[src/rtl/icache_dm_if.sv]
// Word-wide read bus between the instruction cache (master) and backing memory (slave).
// Handshake: mem_req/mem_addr are held stable until mem_ack is sampled high on a rising
// edge; each ack completes exactly one word, with mem_rdata valid in the ack cycle.
interface icache_dm_if;
  logic        mem_req;
  logic [31:0] mem_addr;
  logic        mem_ack;
  logic [31:0] mem_rdata;

  modport master (output mem_req, output mem_addr, input mem_ack, input mem_rdata);
  modport slave  (input mem_req, input mem_addr, output mem_ack, output mem_rdata);
endinterface

[src/rtl/icache_dm.sv]
// Direct-mapped read-only instruction cache: same-cycle hits, whole-line refill on a miss,
// flush with fill poisoning, and a saturating miss counter.
module icache_dm #(
  parameter int LINE_WORDS = 4,
  parameter int LINES      = 16,
  parameter int CNT_WIDTH  = 16
) (
  input  logic                 clk,
  input  logic                 rst,
  input  logic                 inst_ren,
  input  logic [31:0]          inst_addr,
  output logic [31:0]          inst_data,
  output logic                 stall,
  input  logic                 flush,
  icache_dm_if.master          mem,
  output logic [CNT_WIDTH-1:0] miss_count,
  output logic [1:0]           dbg_state
);
  localparam int OFF_W = $clog2(LINE_WORDS);
  localparam int IDX_W = $clog2(LINES);
  localparam int TAG_W = 30 - OFF_W - IDX_W;

  typedef enum logic [1:0] {S_IDLE = 2'd0, S_FILL = 2'd1, S_DONE = 2'd2} state_t;

  state_t                 state_q, state_d;
  logic [TAG_W-1:0]       miss_tag_q, miss_tag_d;
  logic [IDX_W-1:0]       miss_idx_q, miss_idx_d;
  logic [OFF_W-1:0]       cnt_q, cnt_d;
  logic                   poison_q, poison_d;
  logic [CNT_WIDTH-1:0]   miss_count_q, miss_count_d;
  logic [LINES-1:0]       valid_q, valid_d;

  logic [31:0]            data_q [LINES*LINE_WORDS];
  logic [TAG_W-1:0]       tag_q  [LINES];

  logic [OFF_W-1:0]       a_off;
  logic [IDX_W-1:0]       a_idx;
  logic [TAG_W-1:0]       a_tag;
  logic                   hit;
  logic                   data_we, tag_we;
  logic                   stall_c, mem_req_c;
  logic [31:0]            mem_addr_c;

  assign a_off = inst_addr[2 +: OFF_W];
  assign a_idx = inst_addr[2+OFF_W +: IDX_W];
  assign a_tag = inst_addr[31 -: TAG_W];
  // A flush cycle never hits, so the core cannot read a line that is being invalidated.
  assign hit   = inst_ren & valid_q[a_idx] & (tag_q[a_idx] == a_tag) & ~flush;

  always_comb begin
    state_d      = state_q;
    miss_tag_d   = miss_tag_q;
    miss_idx_d   = miss_idx_q;
    cnt_d        = cnt_q;
    poison_d     = poison_q;
    miss_count_d = miss_count_q;
    valid_d      = valid_q;
    data_we      = 1'b0;
    tag_we       = 1'b0;
    stall_c      = 1'b0;
    inst_data    = '0;
    mem_req_c    = 1'b0;
    mem_addr_c   = '0;
    case (state_q)
      S_IDLE: begin
        if (flush) valid_d = '0;
        if (hit) begin
          inst_data = data_q[{a_idx, a_off}];
        end else if (inst_ren) begin
          stall_c    = 1'b1;
          state_d    = S_FILL;
          miss_tag_d = a_tag;
          miss_idx_d = a_idx;
          cnt_d      = '0;
          poison_d   = 1'b0;
          if (miss_count_q != '1) miss_count_d = miss_count_q + 1'b1;
        end
      end
      S_FILL: begin
        stall_c    = 1'b1;
        mem_req_c  = 1'b1;
        mem_addr_c = {miss_tag_q, miss_idx_q, cnt_q, 2'b00};
        if (mem.mem_ack) begin
          data_we = 1'b1;
          cnt_d   = cnt_q + 1'b1;
          if (cnt_q == OFF_W'(LINE_WORDS - 1)) state_d = S_DONE;
        end
        // The fill keeps running after a flush; only its final install is cancelled.
        if (flush) begin
          valid_d  = '0;
          poison_d = 1'b1;
        end
      end
      S_DONE: begin
        stall_c = 1'b1;
        state_d = S_IDLE;
        if (!poison_q && !flush) begin
          tag_we              = 1'b1;
          valid_d[miss_idx_q] = 1'b1;
        end
        if (flush) valid_d = '0;
      end
      default: state_d = S_IDLE;
    endcase
  end

  always_ff @(posedge clk or posedge rst) begin
    if (rst) begin
      state_q      <= S_IDLE;
      miss_tag_q   <= '0;
      miss_idx_q   <= '0;
      cnt_q        <= '0;
      poison_q     <= 1'b0;
      miss_count_q <= '0;
      valid_q      <= '0;
    end else begin
      state_q      <= state_d;
      miss_tag_q   <= miss_tag_d;
      miss_idx_q   <= miss_idx_d;
      cnt_q        <= cnt_d;
      poison_q     <= poison_d;
      miss_count_q <= miss_count_d;
      valid_q      <= valid_d;
    end
  end

  // Storage arrays carry no reset; the valid bits alone decide what is usable.
  always_ff @(posedge clk) begin
    if (data_we) data_q[{miss_idx_q, cnt_q}] <= mem.mem_rdata;
    if (tag_we)  tag_q[miss_idx_q]           <= miss_tag_q;
  end

  assign stall        = stall_c & ~rst;
  assign mem.mem_req  = mem_req_c;
  assign mem.mem_addr = mem_addr_c;
  assign miss_count   = miss_count_q;
  assign dbg_state    = state_q;
endmodule
[src/flat_wrapper.sv]
// flat-port wrapper written by rule: the top's interface ports become plain ports
module icache_dm_flat 
#(
  parameter int LINE_WORDS = 4,
  parameter int LINES      = 16,
  parameter int CNT_WIDTH  = 16
)
  (clk, rst, inst_ren, inst_addr, inst_data, stall, flush, miss_count, dbg_state, mem_mem_req, mem_mem_addr, mem_mem_ack, mem_mem_rdata);
  icache_dm_if mem_i ();
  input  logic clk;
  input  logic rst;
  input  logic inst_ren;
  input  logic [31:0] inst_addr;
  output logic [31:0] inst_data;
  output logic stall;
  input  logic flush;
  output logic [CNT_WIDTH-1:0] miss_count;
  output logic [1:0] dbg_state;
  output wire logic [$bits(mem_i.mem_req)-1:0] mem_mem_req;
  output wire logic [$bits(mem_i.mem_addr)-1:0] mem_mem_addr;
  input wire logic [$bits(mem_i.mem_ack)-1:0] mem_mem_ack;
  input wire logic [$bits(mem_i.mem_rdata)-1:0] mem_mem_rdata;
  assign mem_mem_req = mem_i.mem_req;
  assign mem_mem_addr = mem_i.mem_addr;
  assign mem_i.mem_ack = mem_mem_ack;
  assign mem_i.mem_rdata = mem_mem_rdata;
  icache_dm #(.LINE_WORDS(LINE_WORDS), .LINES(LINES), .CNT_WIDTH(CNT_WIDTH)) u_core (.clk(clk), .rst(rst), .inst_ren(inst_ren), .inst_addr(inst_addr), .inst_data(inst_data), .stall(stall), .flush(flush), .mem(mem_i), .miss_count(miss_count), .dbg_state(dbg_state));
endmodule
[config.mk]
export PLATFORM = sky130hd
export DESIGN_NAME = icache_dm_flat
export DESIGN_NICKNAME = d
export VERILOG_FILES = /design/src/rtl/icache_dm_if.sv /design/src/rtl/icache_dm.sv /design/src/flat_wrapper.sv
export SDC_FILE = /design/constraint.sdc
export NUM_CORES = 2
export LEC_CHECK = 0
export CORE_ASPECT_RATIO = 0.75
export CORE_MARGIN = 8
export CORE_UTILIZATION = 45
export DETAILED_ROUTE_END_ITERATION = 6
export PLACE_DENSITY = 0.59
export SYNTH_ARGS = -nofsm -noshare
export SYNTH_HDL_FRONTEND = slang
export SYNTH_SLANG_ARGS = --single-unit
[constraint.sdc]
create_clock -name clk -period 4.6 [get_ports clk]
set_input_delay 0.46 -clock clk [delete_from_list [all_inputs] [get_ports clk]]
set_output_delay 0.46 -clock clk [all_outputs]
set_load 0.05 [all_outputs]
# --- Yosys cells after proc, flatten, opt, wreduce, memory -nomap -nowiden ---
# Memories as Yosys holds them, arrays and structs flattened.
# Index checks and enable logic that the tools add are counted.
totals:
  word_cells: 85
  mem_bits_rw: 2432
  n_memories: 2
  reg_bits: 65
  output_inout_bits: 84
  in_bits: 69
op_classes:
  magnitude_cmp: 3
  n_bitwise: 8
  eq_ne: 12
  add_sub_neg: 2
  mux: 36
  reduce_logical: 15
mem_list:
  columns: ["name", "words", "word_bits", "read_ports", "rd_clocked_by_memory_dff", "write_ports", "line", "text"]
  rows:
  - ["u_core.data_q", 64, 32, 1, 0, 1, "icache_dm.sv:33", "logic [31:0] data_q [LINES*LINE_WORDS];"]
  - ["u_core.tag_q", 16, 24, 1, 0, 1, "icache_dm.sv:34", "logic [TAG_W-1:0] tag_q [LINES];"]
op_table:
  columns: ["operator", "count"]
  rows:
  - ["32-bit 2-to-1 mux", 3]
  - ["16-bit 2-to-1 mux", 3]
  - ["16-bit one-hot mux with 2 select lines", 1]
  - ["24-bit equality test", 1]
  - ["16-bit by 1-bit adder with 16-bit output (second input constant)", 1]
  - ["1-bit 2-to-1 mux", 16]
  - ["16-bit != test (second input constant)", 1]
  - ["16-bit OR", 1]
  - ["4-bit AND reduction", 4]
  - ["2-bit 2-to-1 mux", 7]
  - ["4-bit by 5-bit < comparator with 1-bit output (second input constant)", 2]
  - ["2-bit != test (second input constant)", 4]
  - ["2-bit one-hot mux with 2 select lines", 2]
  - ["3-bit AND reduction", 2]
  - ["1-bit bitwise AND", 4]
  - ["1-bit binary-select mux with 4-bit select", 1]
  - ["1-bit demux with 4-bit select", 1]
  - ["2-bit equality test (second input constant)", 2]
  - ["4-bit by 1-bit >= comparator with 1-bit output (second input constant)", 1]
  - ["2-bit by 1-bit != test with 1-bit output (second input constant)", 2]
  - ["1-bit one-hot mux with 2 select lines", 2]
  - ["2-bit nonzero test", 2]
  - ["2-bit OR reduction", 2]
  - ["3-bit by 2-bit != test with 1-bit output (second input constant)", 1]
  - ["other kinds (6)", 10]

# --- Depth between registers and ports, before layout ---
logic_depth:
  word_depth: 8
  mapped_depth: 16
  ltp_nobuf: 9

# --- Worst setup path before layout ---
# No wires, ideal clock.
synth_timing:
  path_kind: "input to output"
  from: "in inst_addr[6]"
  to: "out stall"
  slack_ns: 0.243
  required_ns: 4.140
  arrival_ns: 3.897
  n_path_buf: 3
  stages: 11
  path_cell_list: "buf_6 -> buf_12 -> mux4_1 -> mux4_2 -> xnor2_1 -> o2111a_1 -> and4b_4 -> a311oi_2 -> buf_2 -> nor2_1 -> nor3_1"
synth_between:
  elab_chain_len: 8
  word_cells_on_any_way: 10
  classes_between: "eq/ne: 1; mux: 4; bitwise: 4; memory: 1"
synth_rtl:
  columns: ["element", "line", "text"]
  rows:
  - ["from (decl)", "flat_wrapper.sv:13", "input logic [31:0] inst_addr;"]
  - ["parallel branches: the longest is 3 deep, another holds memory read 16 x 24 bit", null, null]
  - ["1-bit bitwise AND (*) (2 in a row)", "icache_dm.sv:48", "assign hit = inst_ren & valid_q[a_idx] & (tag_q[a_idx] == a_tag) & ~flush;"]
  - ["1-bit 2-to-1 mux (*)", "icache_dm.sv:67", "if (hit) begin"]
  - ["1-bit one-hot mux with 2 select lines (*)", "icache_dm.sv:64", "case (state_q)"]
  - ["1-bit bitwise AND (*)", "icache_dm.sv:133", "assign stall = stall_c & ~rst;"]
  - ["to (decl)", "flat_wrapper.sv:15", "output logic stall;"]
# Every way passes the cells marked *. The select of a mux whose other input is x is not followed.

# --- Final worst setup path ---
layout_timing:
  from: "mem u_core.tag_q[14][15] in the netlist's numbering"
  to: "out inst_data[22]"
layout_between:
  elab_chain_len: 6
layout_rtl:
  columns: ["element", "line", "text"]
  rows:
  - ["from (decl)", "icache_dm.sv:34", null]
  - ["memory read 16 x 24 bit", null, null]
  - ["24-bit equality test", "icache_dm.sv:48", null]
  - ["1-bit bitwise AND (2 in a row)", "icache_dm.sv:48", null]
  - ["32-bit 2-to-1 mux", "icache_dm.sv:67", null]
  - ["32-bit 2-to-1 mux", "icache_dm.sv:64", null]
  - ["to (decl)", "flat_wrapper.sv:14", "output logic [31:0] inst_data;"]
# Every way passes these cells.

==> reports/qor.csv <==
metric;value;unit
first-pass GRT wire length;342;mm
Layout area overhead;15.3;%
Mapped Area;96400;µm²
Hold Vio Cnt, Final;0;
die area;229000;µm²
die span in x;550;µm
Crit. End Element;primary output;
post-synthesis sequential area ratio;77.4;%
yosys warns;0;
Vias/cell;5.97;
Hold Crit Class;in -> reg;
Cell Area, Placed;104000;µm²
Wirelength per Cell;32.2;µm
status;completed;
worst vdd ir;0.387;mV
Peak Freq;225;MHz
layout cells sized above 1;31.2;%
Post-CTS Setup Inserts;0;
Slew headroom;10.8;%
skew final;0.0622;ns
TritonCTS buffer count;233;
Gate Count Post-Synth;4069;
Total Wirelength;241;mm
gr usage total;20.9;%
Yosys cell types;68;
Setup WS post-layout;0.146;ns
pre-CTS WS;0.184;ns
top cells by count, synth;edfxtp_1 (2432), mux4_2 (757), clkbuf_1 (130), nor2_1 (123), nand2_1 (111);
largest cells by area after synthesis;edfxtp_1 (76%), mux4_2 (18%), dfrtp_1 (1.7%), mux2i_1 (0.60%), clkbuf_1 (0.51%);
clock slew at reported path FFs;0.06;ns
Starting DRT DRC Count;5383;
drc violations;0;
pwr dens;452;nW/µm²
cell accounting for the most synthesized area;edfxtp_1;
worst path arrival time;3.99;ns
GPL Wtd Cong;0.800;
syn_area_per_cell;23.7;µm²
Max FO, Critical Path;32;
minimum clock period;4.45;ns
starting density of the core;45.1;%
area of the placeable core;214000;µm²
FF+latch count, synth;2497;
first drt pass iteration count;5;
H-tree depth;4;
WS Path Type;reg -> out;
DP HPWL;137;mm
initial antenna violation count;23;
largest net degree at the start of global routing;65;
share of the synthesized area in the top cell type;75.8;%
nets;4519;
LEAKAGE;0.0349;µW
top-count cell post-synth;edfxtp_1;
Worst-Margin Slew;1.34;ns
Sum Neg Setup Slack;0;ns
Bufs on Longest Clock Path;3;
Final period util;96.8;%
Worst-Skew Late Latency;0.88;ns
number of global-route vias before repair;45457;
setup violators final;0;
dominant synthesized flop cell;edfxtp_1;
Site Rows;147;
CP Data Required Time;4.14;ns
RSZ-0062 raised after global routing;false;
Vias;44696;
Core Util, Final;52.1;%
antenna-violating nets left;0;
count of input and output buffers;148;
Post-synth EDFFs;2432;
CTS tree;built;
post-route cell area;111000;µm²
Max Slew Vio Count;0;
die height;417;µm
num ports;153;
CP Launch Type;flop;
Synth async-reset ratio;2.60;%
root buf cell;clkbuf_16;
CTS sink cnt;2497;
reported max-cap violation count;0;
remaining global-route overflow;0;
## worst max-delay path, stage by stage (launching register included)
cell      delay, ns
edfxtp_1       0.37
mux4_2         0.47
mux2i_1        0.31
xor2_1         0.35
o2111a_1       0.22
o2111a_1       0.31
and3_1         0.20
nand3_1        0.12
nor2_4         0.15
buf_12         0.20
and3_1         0.24
buf_12         0.15
## timing repair
item,4_1_cts,5_1_grt
hold buffers,1,0
hold endpoints to repair,26,0
resized for setup,1,3
endpoints found under the setup margin,33,33
## worst paths after layout
check                                          start                    end  slack (ns)  cells after the start
worst max-delay path            u_core.tag_q[14][15]          inst_data[22]        0.15                     11
worst min-delay path                    inst_addr[4]   u_core.miss_idx_q[0]        0.08                      3
worst max register to register   u_core.tag_q[15][9]  u_core.miss_count[14]        1.02                     10
worst min register to register    u_core.valid_q[15]     u_core.valid_q[15]        0.49                      2
max in group asynchronous                        rst     u_core.valid_q[11]        3.10                      4
min in group asynchronous                        rst   u_core.miss_tag_q[1]        0.53                      3
## metal layers
| metal | vias up | GRT usage, % | wire length, µm |
|---|---|---|---|
| li1 | 18164 | - | - |
| met1 | 24456 | 30.1 | 101000 |
| met2 | 1752 | 32.0 | 112000 |
| met3 | 320 | 5.40 | 21700 |
| met4 | 4 | 5.39 | 6080 |
| met5 | - | 0 | 27 |
## logic make-up (layout without fill, tap and decap cells)
family | count (synthesis) | in the layout | synth area share, %
flip-flops | 2497 | 2497 | 77.4
multiplexers | 822 | 822 | 18.4
AND/OR/NAND/NOR | 385 | 385 | 1.91
buffers and inverters | 229 | 803 | 1.09
AO/OA/AOI/OAI | 91 | 91 | 0.681
XOR/XNOR | 38 | 38 | 0.345
adder cells (fa/ha/maj) | 6 | 6 | 0.0779
other | 1 | 17 | 0.00389
## area by class of cell
| class | instances | area, µm² |
|---|---|---|
| Fill cell | 16260 | 102000 |
| Sequential cell | 2497 | 74700 |
| Tap cell | 2831 | 3540 |
| Timing Repair Buffer | 356 | 4010 |
| Antenna cell | 15 | 37.5 |
| Inverter | 12 | 55.1 |
| Clock inverter | 147 | 1450 |
| Clock buffer | 288 | 6060 |
| Multi-Input combinational cell | 1344 | 21300 |
## per-stage QoR
step,power [µW],cells,hold WS (ns)
finish,50300,7490,0.0793
global route,51800,7482,0.0975
CTS,50700,7475,0.0234
detailed placement,31900,7039,0.484
global placement,31800,7039,0.470
floorplan,29500,4070,0.457
## sequential cells by signal (all words and copies together) (netlist names)
register	cells
u_core.data_q	2048
u_core.tag_q	384
u_core.miss_tag_q	24
u_core.miss_count	16
u_core.valid_q	16
u_core.miss_idx_q	4
u_core.cnt_q	2
u_core.dbg_state	2
u_core.poison_q	1
## layout by cell type, fill, tap and decap left out, types with 8 or more instances in the layout
cell type	n
nor2_1	41
clkinv_1	66
buf_4	147
clkinv_2	42
clkinv_16	9
nor2_4	82
clkdlybuf4s50_1	77
buf_2	32
xor2_1	21
nor2b_1	17
o21ai_0	10
nand3_1	13
bufinv_16	19
a22oi_1	9
clkbuf_1	54
edfxtp_1	2432
and3_1	42
diode_2	15
inv_1	8
a21oi_1	28
dfrtp_1	65
nand2_1	111
xnor2_1	17
mux4_2	757
and2_1	36
buf_12	96
clkbuf_16	234
mux2i_1	58
## report_power, final
group	internal [µW]	leakage [µW]	switching, µW
clock	10500	0.00363	8470
sequential	26000	0.0227	743
combinational	1620	0.00855	3020
total	38000	0.0349	12200
Power figures use the tool's default switching activity.
